File: src/rtl/fetch_sequencer.sv
// fetch_sequencer: Moore FSM driving FetchCycle control strobes, IR handoff to decode and branch PC loads
// Ports: Clk/Reset (sync, active-low); Start, Halt, Br_Take, Br_Addr, Dec_Ready in;
//        IR_Valid, PC_Ld, PC_Inc, IR_Ld, MEM_En (strobes active-low), MEM_RW, ADDR_Src, PC_Addr, Busy, Fetch_Count out.
// Optional: FETCH_WAIT_STATES_EN inserts WaitCycles memory wait states between FETCH and LATCH.
module fetch_sequencer #(
   parameter int AddrWidth  = 8,
   parameter int SelectSize = 2,
   parameter int CountWidth = 16,
   parameter int WaitCycles = 1
) (
   input  logic                  Clk,
   input  logic                  Reset,
   input  logic                  Start,
   input  logic                  Halt,
   input  logic                  Br_Take,
   input  logic [AddrWidth-1:0]  Br_Addr,
   input  logic                  Dec_Ready,
   output logic                  IR_Valid,
   output logic                  PC_Ld,
   output logic                  PC_Inc,
   output logic                  IR_Ld,
   output logic                  MEM_En,
   output logic                  MEM_RW,
   output logic [SelectSize-1:0] ADDR_Src,
   output logic [AddrWidth-1:0]  PC_Addr,
   output logic                  Busy,
   output logic [CountWidth-1:0] Fetch_Count
);
`ifdef FETCH_WAIT_STATES_EN
   typedef enum logic [2:0] {IDLE, FETCH, WAIT, LATCH, INCR, HANDOFF, BRANCH} state_t;
   logic [3:0] wait_cnt;
`else
   typedef enum logic [2:0] {IDLE, FETCH, LATCH, INCR, HANDOFF, BRANCH} state_t;
`endif
   state_t state, nxt;
   logic   halt_pending;
   if (WaitCycles < 1 || WaitCycles > 15) begin : g_bad_wait
      $error("WaitCycles must be 1..15");
   end
   assign MEM_RW   = 1'b1;
   assign ADDR_Src = '0;
   always_comb begin
      nxt = state;
      case (state)
         IDLE:    nxt = (Start && !Halt) ? FETCH : IDLE;
`ifdef FETCH_WAIT_STATES_EN
         FETCH:   nxt = WAIT;
         WAIT:    nxt = (wait_cnt == 4'd1) ? LATCH : WAIT;
`else
         FETCH:   nxt = LATCH;
`endif
         LATCH:   nxt = INCR;
         INCR:    nxt = HANDOFF;
         HANDOFF: nxt = !Dec_Ready ? HANDOFF : (Halt || halt_pending) ? IDLE : Br_Take ? BRANCH : FETCH;
         BRANCH:  nxt = FETCH;
         default: nxt = IDLE;
      endcase
   end
   // Outputs are registered from the next state so they line up with the state register.
   always_ff @(posedge Clk) begin
      if (!Reset) begin
         state        <= IDLE;
         PC_Ld        <= 1'b1;
         PC_Inc       <= 1'b1;
         IR_Ld        <= 1'b1;
         MEM_En       <= 1'b1;
         IR_Valid     <= 1'b0;
         Busy         <= 1'b0;
         PC_Addr      <= '0;
         Fetch_Count  <= '0;
         halt_pending <= 1'b0;
`ifdef FETCH_WAIT_STATES_EN
         wait_cnt     <= '0;
`endif
      end else begin
         state    <= nxt;
`ifdef FETCH_WAIT_STATES_EN
         MEM_En   <= !(nxt == FETCH || nxt == WAIT || nxt == LATCH);
         if (nxt == FETCH) wait_cnt <= 4'(WaitCycles);
         else if (state == WAIT) wait_cnt <= wait_cnt - 4'd1;
`else
         MEM_En   <= !(nxt == FETCH || nxt == LATCH);
`endif
         IR_Ld    <= nxt != LATCH;
         PC_Inc   <= nxt != INCR;
         PC_Ld    <= nxt != BRANCH;
         IR_Valid <= nxt == HANDOFF;
         Busy     <= nxt != IDLE;
         if (state == HANDOFF && Dec_Ready) Fetch_Count <= Fetch_Count + 1'b1;
         if (nxt == BRANCH) PC_Addr <= Br_Addr;
         halt_pending <= (nxt == IDLE) ? 1'b0 : (Halt && state != IDLE && state != HANDOFF) ? 1'b1 : halt_pending;
      end
   end
endmodule

File: config.mk
export PLATFORM = sky130hd
export DESIGN_NAME = fetch_sequencer
export DESIGN_NICKNAME = d
export VERILOG_FILES = /design/src/rtl/fetch_sequencer.sv
export SDC_FILE = /design/constraint.sdc
export NUM_CORES = 1
export LEC_CHECK = 0
export ABC_AREA = 1
export CAP_MARGIN = 20
export CORE_UTILIZATION = 33
export CTS_CLUSTER_DIAMETER = 50
export DETAILED_ROUTE_END_ITERATION = 6
export GPL_ROUTABILITY_DRIVEN = 0
export PLACE_DENSITY = 0.71
export REMOVE_ABC_BUFFERS = 1
export SETUP_SLACK_MARGIN = 0.3
export SLEW_MARGIN = 5
export SYNTH_ARGS = -nofsm -noshare
export SYNTH_HDL_FRONTEND = slang
export SYNTH_SLANG_ARGS = --single-unit
File: constraint.sdc
create_clock -name Clk -period 1.2 [get_ports Clk]
set_input_delay 0.18 -clock Clk [delete_from_list [all_inputs] [get_ports Clk]]
set_output_delay 0.18 -clock Clk [all_outputs]
set_load 0.02 [all_outputs]
==> metrics.md, run 1 <==
| Metric | Value |
|---|---|
| CTS root buffer | clkbuf_8 |
| # H-tree levels | 2 |
| Commonest non-fill, non-tap cell in the layout | nand2_1 |
| Fin util | 62.69% |
| Hold Slack | 0.3884 ns |
| Total negative slack | -2.397 ns |
| Dpl hpwl | 2940 um |
| Leakage power | 1.343 nW |
| DRC viols | 0 |
| Top Layer Used | met4 |
| Worst vdd ir | 0.5723 mV |
| XOR/XNOR Fraction of Synth Area | 0% |
| Die height | 72.99 um |
| Area delta synth->final | 80.44% |
| Critical path class | reg -> reg |
| Final Cell Area | 3000 um2 |
| Antenna violations before repair | 0 |
| Placeable Area | ~4800 um2 |
| Global route overflow | 0 |
| Final min period | 1.321 ns |
| Final clock skew | between 0.006 and 0.007 ns |
| Via count | 1758 |
| Num rows | 25 |
| Final setup margin | -0.1213 ns |
| Area occupied by registers | around 740 um2 |
| Non-filler instance count after layout | 393 |
| Dpl ws | -0.4163 ns |
| Placement Cell Area | 2380 um2 |
| Drt initial violations | 41 |
| Share of cells above drive strength 1 | slightly below 60% |
| CTS tree | yes |
| Max Cap Viol | 0 |
| Cells after synthesis | 236 |
| Maximum clock frequency | 756.9 MHz |
| Worst Setup End Kind | flip-flop |
| Detail Route met2 WL | 2213 um |
| Starting Density | 34.75% |
| Clock latency at the later pin of the worst-skew pair | between 0.2 and 0.3 ns |
| #FFs+latches synth | 34 |
| Diodes inserted | 0 |
| M1 WL | 2021 um |
| Die Width | roughly 73 um |
| Hold_buf cts | 0 |
| Nets@finish | 340 |
| RSZ-0062 raised after global routing | yes |
| Footprint of the multi-input gates | around 1100 um2 |
| Post-route antenna net violation count | 0 |
| Num CTS Buffers | 5 |
| Multiplexer area fraction after synthesis | 0% |
| Die area | 5327 um2 |
| Final Hold Violating Endpoints | 0 |
| Largest net degree at the start of global routing | 12 |
| DR vias/cell | roughly 4.5 |
| Number of global-route vias before repair | 1649 |
| Tcrit/Tclk final | 110.1% |
| Seq/Total Area, Yosys | approximately two fifths |
| Power per cell area | 814.8 nW/um2 |
| WL/cell | 11.37 um |
| 1st-pass router iterations | 4 |
| Biggest fanout along the worst timing path | 8 |
| Startpoint type of the worst setup path | flip-flop |
| Yosys warns | 0 |
| Io pins | 47 |
| Adder-Cell Fraction of Synth Area | 0.7524% |
| Library cells used by synthesis | 28 |
| Synth Area in Compound Gates | 6.998% |
| Commonest non-fill, non-tap cells in the layout | 42 x nand2_1, 38 x buf_6, 33 x buf_4 |
| Final Setup Violations | 31 |
| PortBufs | 43 |
| Status | finished with violations |
| Final Routed Wirelength | ~4500 um |
| # clock sinks | 34 |
| Failing checks | negative setup slack |
| Avg Cell Area, Syn | 7.046 um2 |
| Crit path arrival time | about 1.6 ns |
| Placed cell count | 372 |
| CP Data Required Time | 1.43 ns |
| Clk buf depth | 2 |
| HP Class | in -> reg |
| Tot GR Track Use | approximately 17% |
| First-pass GRT wire length | 7031 um |
| Netlist area before placement | around 1700 um2 |
| Met3 Wirelength | 166 um |
| Max-slew violation count | 0 |
| Clock transition at path regs | roughly 0.08 ns |
| Largest family of logic cells by synthesized area | simple AND/OR/NAND/NOR gates |
| Post-Synth Simple-Gate Area | 38.75% |
| Pwr Total | approximately 2.4 mW |
| Fillers | 407 |
## logic make-up (layout without fill, tap and decap cells)
kind of cell	after synthesis	in the layout
buf+inv	43	131
other cells	2	3
compound gates	22	22
flops	34	34
simple gates	134	135
fa+ha+maj	1	1
## cell type report
cell class / count / area share (%)
clock buffer: 7 / 2.877
multi-input combinational: 161 / 35.45
timing repair buffer: 87 / 28.77
clock inverter: 1 / 0.1668
inverter: 36 / 5.171
tap: 67 / 2.794
sequential: 34 / 24.77
## flip-flops by register name, indices dropped and copies added, names as in the netlist
signal	cells
MEM_En	1
PC_Addr	8
IR_Valid	1
halt_pending	1
PC_Inc	1
Fetch_Count	16
Busy	1
IR_Ld	1
state	3
PC_Ld	1
## worst max-delay path, cell delays in order (launching register included)
cell and delay, ns:
dfxtp_4 0.36, nor2_4 0.14, buf_4 0.13, nand4_1 0.12
nand3b_4 0.20, nand2_8 0.11, nand2_2 0.07, nand2_1 0.04
nor2_1 0.08
## layer usage
metal,GRT usage (%),vias up
li1,-,910
met1,21.67,802
met2,27.67,38
met3,4.696,8
met4,5.882,0
met5,0,-
## worst paths after layout
check,start,endpoint,depth (start not counted),slack (ns)
setup / recovery,state[1]$_SDFF_PN0_,PC_Addr[3]$_SDFFE_PN0N_,8,-0.12
hold reg to reg,Fetch_Count[12]$_SDFFE_PN0P_,Fetch_Count[12]$_SDFFE_PN0P_,2,0.47
setup reg to reg,state[1]$_SDFF_PN0_,PC_Addr[3]$_SDFFE_PN0N_,8,-0.12
hold / removal,Dec_Ready,MEM_En$_SDFF_PN1_,4,0.39
## Yosys cell counts, drive strengths merged
cell,number,area (um2)
nand2,71,284.0
ha,1,12.51
nor2,39,190.2
o21bai,1,7.510
nand3b,1,20.02
a31oi,1,6.260
nand4,6,37.54
buf,7,66.31
and3,1,6.260
conb,2,7.510
nand3,12,75.07
a21oi,10,50.05
dfxtp,34,680.7
inv,36,135.1
nor3,4,31.28
o21ai,9,45.04
a211oi,1,7.510
## where the power goes
part / switching (mW) / internal [mW] / total, mW
Clock: 0.430 / 0.463 / 0.894
Combinational: 0.198 / 0.192 / 0.390
Sequential: 0.0196 / 1.14 / 1.16
Total: 0.648 / 1.80 / 2.44
## what timing repair did
| item | CTS | global route |
|---|---|---|
| pin swaps | 29 | 23 |
| cloned | 1 | 0 |
| setup buffers | 6 | 6 |
| gates resized for setup | 276 | 39 |
| setup endpoints to repair | 63 | 64 |
Power figures use the tool's default switching activity.
==> inputs of run 2 (changes only) <==
- CORE_UTILIZATION: 33 -> 42
- CTS_CLUSTER_SIZE: unset -> 25
- PLACE_DENSITY: 0.71 -> 0.84
==> metrics.md, run 2 (synthesis gave the netlist of run 1 again) <==
| Metric | Value |
|---|---|
| Status | finished with violations |
| Failing checks | negative setup slack |
| Die area | about 4200 um2 |
| Crit path arrival time | approximately 1.6 ns |
| Antenna violations before repair | 0 |
| Final clock skew | 0.01000 ns |
| WHS Endpoint | Fetch_Count[3]$_SDFFE_PN0P_ |
| # clock sinks | 34 |
| Final setup margin | -0.1691 ns |
| DRC viols | 0 |
| Number of global-route vias before repair | ~1800 |
| Maximum clock frequency | 730.4 MHz |
| Die Width | 64.92 um |
| Reg2Reg Depth | 8 |
| PortBufs | between 40 and 50 |
| Max reg flops | 16 |
| Placeable Area | approximately 3700 um2 |
| WL/cell | 13.84 um |
| Hold Path Origin | Fetch_Count[3]$_SDFFE_PN0P_ |
| Worst path cell trace | clkdlybuf4s50_1 > inv_1 > nor3_1 > nand2_2 > nand3b_4 > nand2_8 > nand2_4 > nand2_2 > nor2_2 |
| Placement Cell Area | 2323 um2 |
| Power per cell area | roughly 850 nW/um2 |
| Pwr Total | between 2 and 2.5 mW |
| Num CTS Buffers | 5 |
| Critical path class | in -> reg |
| Starting Density | 44.75% |
| Via count | 1825 |
| Largest regs | Fetch_Count: 16 flops, PC_Addr: 8 flops, state: 3 flops |
| R2R Path End | PC_Addr[7]$_SDFFE_PN0N_ |
| Commonest non-fill, non-tap cell in the layout | nand2_1 |
| R2r setup slk | -0.16 ns |
| Post-route antenna net violation count | 0 |
| Final Routed Wirelength | 5133 um |
| Io pins | 47 |
| Drt initial violations | 88 |
| Clk buf depth | 2 |
| Largest net degree at the start of global routing | 11 |
| Dpl hpwl | roughly 2900 um |
| RSZ-0062 raised after global routing | yes |
| Crit-path max cell delay | approximately 0.53 ns |
| Clock latency at the later pin of the worst-skew pair | ~0.28 ns |
| Worst path bufs/invs | 2 |
| Crit path max-delay family | simple AND/OR/NAND/NOR gates |
| Share of cells above drive strength 1 | 56.35% |
| CTS root buffer | clkbuf_8 |
| Final min period | between 1 and 1.5 ns |
| Global route overflow | 0 |
| Tot GR Track Use | 24.43% |
| Worst vdd ir | roughly 0.57 mV |
| HP Class | reg -> reg |
| Slowest-stage cell, CP | clkdlybuf4s50_1 |
| Diodes inserted | 0 |
| Hold Path Stages | 1 |
| Biggest fanout along the worst timing path | 8 |
| Worst r2r src | state[1]$_SDFF_PN0_ |
| Tcrit/Tclk final | 114.1% |
| DR vias/cell | 4.919 |
| Leakage power | 1.321 nW |
| Die height | 64.92 um |
| Crit-path most repeated cell | nand2_2 |
| CP Data Required Time | 1.42 ns |
| First-pass GRT wire length | 7941 um |
| CTS tree | yes |
| Nets@finish | 337 |
| 1st-pass router iterations | 4 |
| Max-slew violation count | 0 |
| Largest Register | Fetch_Count |
| # H-tree levels | 2 |
| Final Setup Violations | 26 |
| Area delta synth->final | 74.72% |
| Num rows | 22 |
| Startpoint type of the worst setup path | primary input |
| Placed cell count | approximately 350 |
| Final Cell Area | between 2000 and 3000 um2 |
| Clock transition at path regs | about 0.08 ns |
| Max Cap Viol | 0 |
| Commonest non-fill, non-tap cells in the layout | 47 x nand2_1, 43 x buf_6, 28 x buf_4 |
| Non-filler instance count after layout | between 300 and 400 |
| Hold Slack | ~0.47 ns |
| Final Hold Violating Endpoints | 0 |
| Worst Setup End Kind | flip-flop |
==> run 2: cell count changes in the layout (fill, tap and decap cells not counted), moves of 3 or more <==
cell | previous run | this run
buf_6 | 38 | 43
a21oi_1 | 5 | 8
nor2_1 | 20 | 17
nand3_2 | 3 | 6
dfxtp_2 | 23 | 26
nor2_2 | 12 | 15
a21oi_2 | 5 | 2
dfxtp_4 | 9 | 6
nand2_2 | 19 | 12
buf_4 | 33 | 28
nand2_1 | 42 | 47
nand3_1 | 6 | 3
==> run 2: worst max path at each step <==
stage,from,endpoint,cells past startpoint
floorplan,Fetch_Count[1]$_SDFFE_PN0P_,Fetch_Count[14]$_SDFFE_PN0P_,8
detailed placement,Dec_Ready,PC_Addr[5]$_SDFFE_PN0N_,8
CTS,state[0]$_SDFF_PN0_,Fetch_Count[7]$_SDFFE_PN0P_,6
global route,Dec_Ready,PC_Addr[7]$_SDFFE_PN0N_,9
global placement,Dec_Ready,PC_Addr[6]$_SDFFE_PN0N_,8
finish,Dec_Ready,PC_Addr[7]$_SDFFE_PN0N_,9
==> run 2: timing repair <==
item / CTS / global route
hold buffers: 0 / 0
pin swaps: 24 / 19
setup buffers: 4 / 6
cloned: 1 / 0
gates resized for setup: 261 / 45
endpoints found under the setup margin: 63 / 64
hold endpoints to repair: 0 / 0
==> run 2: area by class of cell <==
type	instances	area [um2]
clock buffers	7	86.33
flip-flops and latches	34	735.7
fillers	227	810.8
inverters	36	145.1
multi-input cells	161	1049
clock inverters	1	5.005
well taps	48	60.06
repair buffers	84	824.5
==> run 2: metal layers <==
metal / track usage, % / part of all wire [%] / up-vias
met5: 0 / 0 / -
met4: 8.333 / 1.5 / 0
met3: 4.930 / 4.2 / 9
met2: 46.22 / 55 / 60
met1: 26.49 / 39 / 861
li1: - / - / 895
==> run 2: metrics by stage <==
stage | TNS, ns | setup slack [ns] | utilization (%)
after floorplan | -1.777 | -0.2702 | -
after global placement | -7.700 | -0.3467 | 62.53
after detailed placement | -8.530 | -0.3762 | 62.53
after CTS | -1.611 | -0.1042 | 72.93
after global routing | -4.833 | -0.2583 | 78.18
final | -2.590 | -0.1691 | 78.18
==> run 2: power breakdown <==
group          switching (mW)  internal [mW]  total (mW)
sequential             0.0196           1.15        1.17
combinational           0.217          0.201       0.418
clock                   0.419          0.463       0.882
total                   0.655           1.81        2.47
==> inputs of run 3 (changes only) <==
- PLACE_DENSITY: 0.84 -> 0.75
==> metrics.md, run 3 (synthesis gave the netlist of run 1 again) <==
| Metric | Value |
|---|---|
| Internal power | 1.928 mW |
| Drt initial violations | 104 |
| Final clock skew | 0.006673 ns |
| Biggest fanout along the worst timing path | 8 |
| Worst vdd ir | 0.5774 mV |
| Largest Register | Fetch_Count |
| Worst Setup End Kind | flip-flop |
| Area delta synth->final | 73.97% |
| Total negative slack | -2.835 ns |
| Reg2Reg Depth | 10 |
| Final Routed Wirelength | 4866 um |
| Number of global-route vias before repair | 1747 |
| Failing checks | negative setup slack |
| Commonest non-fill, non-tap cells in the layout | 44 x nand2_1, 39 x buf_6, 32 x buf_4 |
| Largest net degree at the start of global routing | 12 |
| CTS tree | yes |
| Die height | 64.92 um |
| Critical path class | reg -> reg |
| PortBufs | 43 |
| First-pass GRT wire length | about 7500 um |
| HP Class | reg -> reg |
| Maximum clock frequency | between 700 and 800 MHz |
| Final Setup Violations | 30 |
| Global route overflow | 0 |
| Dpl hpwl | 2857 um |
| Clock latency at the later pin of the worst-skew pair | approximately 0.29 ns |
| CP Data Required Time | 1.41 ns |
| Final min period | 1.391 ns |
| Clock Power Share | 40.8% |
| RSZ-0062 raised after global routing | yes |
| DRC viols | 0 |
| Crit path arrival time | 1.60 ns |
| Leakage power | ~1.3 nW |
| Num CTS Buffers | 5 |
| Gate power share | 14.1% |
| # clock sinks | 34 |
| Hold_buf cts | 0 |
| Sw power | 0.6310 mW |
| Sequential fraction of design power | 45.0% |
| Final setup margin | -0.1910 ns |
| Die Width | ~65 um |
| CTS root buffer | clkbuf_8 |
| Startpoint type of the worst setup path | flip-flop |
| Tot GR Track Use | 23.31% |
| Switching part of the total | 24.66% |
| Diodes inserted | 0 |
| Max Cap Viol | 0 |
| DR vias/cell | 4.865 |
| Clock transition at path regs | approximately 0.07 ns |
| Share of cells above drive strength 1 | about 55% |
| Power per cell area | 884.5 nW/um2 |
| Placement Cell Area | 2331 um2 |
| Final Hold Violating Endpoints | 0 |
| Io pins | 47 |
| Placeable Area | 3716 um2 |
| # H-tree levels | 2 |
| Max reg flops | 16 |
| Num rows | 22 |
| Commonest non-fill, non-tap cell in the layout | nand2_1 |
| Starting Density | 44.75% |
| Nets@finish | 337 |
| Tcrit/Tclk final | 115.9% |
| Via count | 1805 |
| Die area | 4215 um2 |
| Status | finished with violations |
| Antenna violations before repair | 0 |
| Max-slew violation count | 0 |
| Post-route antenna net violation count | 0 |
| Clk buf depth | 2 |
| WL/cell | 13.12 um |
| Largest regs | Fetch_Count: 16 flops, PC_Addr: 8 flops, state: 3 flops |
| Final Cell Area | 2893 um2 |
| Hold Path Stages | 1 |
| 1st-pass router iterations | 4 |
run 3: per-layer routing:
metal,vias to the layer above,global-route usage [%],share of wire (%)
li1,893,-,-
met3,16,6.866,5.9
met5,-,0,0
met4,0,10.83,2.5
met2,65,41.28,51
met1,831,25.16,40
run 3: final timing paths:
path	start	slack, ns	endpoint
max	state[1]$_SDFF_PN0_	-0.19	PC_Addr[4]$_SDFFE_PN0N_
min	Fetch_Count[3]$_SDFFE_PN0P_	0.47	Fetch_Count[3]$_SDFFE_PN0P_
min reg2reg	Fetch_Count[3]$_SDFFE_PN0P_	0.47	Fetch_Count[3]$_SDFFE_PN0P_
max reg2reg	state[1]$_SDFF_PN0_	-0.19	PC_Addr[4]$_SDFFE_PN0N_
run 3: worst max-delay path, stage by stage, from the launching register on:
cell and delay [ns]:
dfxtp_2 0.34, buf_6 0.13, inv_4 0.06, nand2_4 0.05
nor2_4 0.12, nand2_2 0.09, nand2_4 0.16, nand2_8 0.10
nand2_2 0.07, nand2_1 0.05, nor2_1 0.13
run 3: power groups by stage:
stage          Sequential (mW)  Clock, mW  Combinational (mW)
2_1_floorplan             1.22          0              0.0948
3_3_place_gp              1.19          0               0.271
3_5_place_dp              1.19          0               0.273
4_1_cts                   1.17       1.06               0.330
5_1_grt                   1.15       1.12               0.389
6_report                  1.15       1.04               0.362
run 3: layout make-up:
class                      instances  area, um2
clock buffer                       7      76.32
clock inverter                     1      30.03
fill                             255      823.3
inverter                          36      145.1
multi-input combinational        161       1022
sequential                        34      749.5
tap                               48      60.06
timing repair buffer              84      809.5
run 3: timing repair:
item                                    4_1_cts  5_1_grt
cloned                                        1        0
hold endpoints to repair                      0        0
gates resized for setup                     247       49
setup buffers                                 4        5
endpoints found under the setup margin       63       64
pin swaps                                    15       14
run 3: metrics by stage:
step / util, % / hold WS (ns) / setup WS (ns) / total power, mW / instances
finish: 77.85 / 0.4705 / -0.1910 / 2.559 / 371
CTS: 72.36 / 0.4724 / -0.1225 / 2.557 / 366
detailed placement: 62.73 / 0.4740 / -0.4006 / 1.464 / 353
global placement: 62.73 / 0.4685 / -0.3437 / 1.461 / 353
floorplan: - / 0.2713 / -0.2702 / 1.312 / 230
global route: 77.85 / 0.4837 / -0.2678 / 2.658 / 371
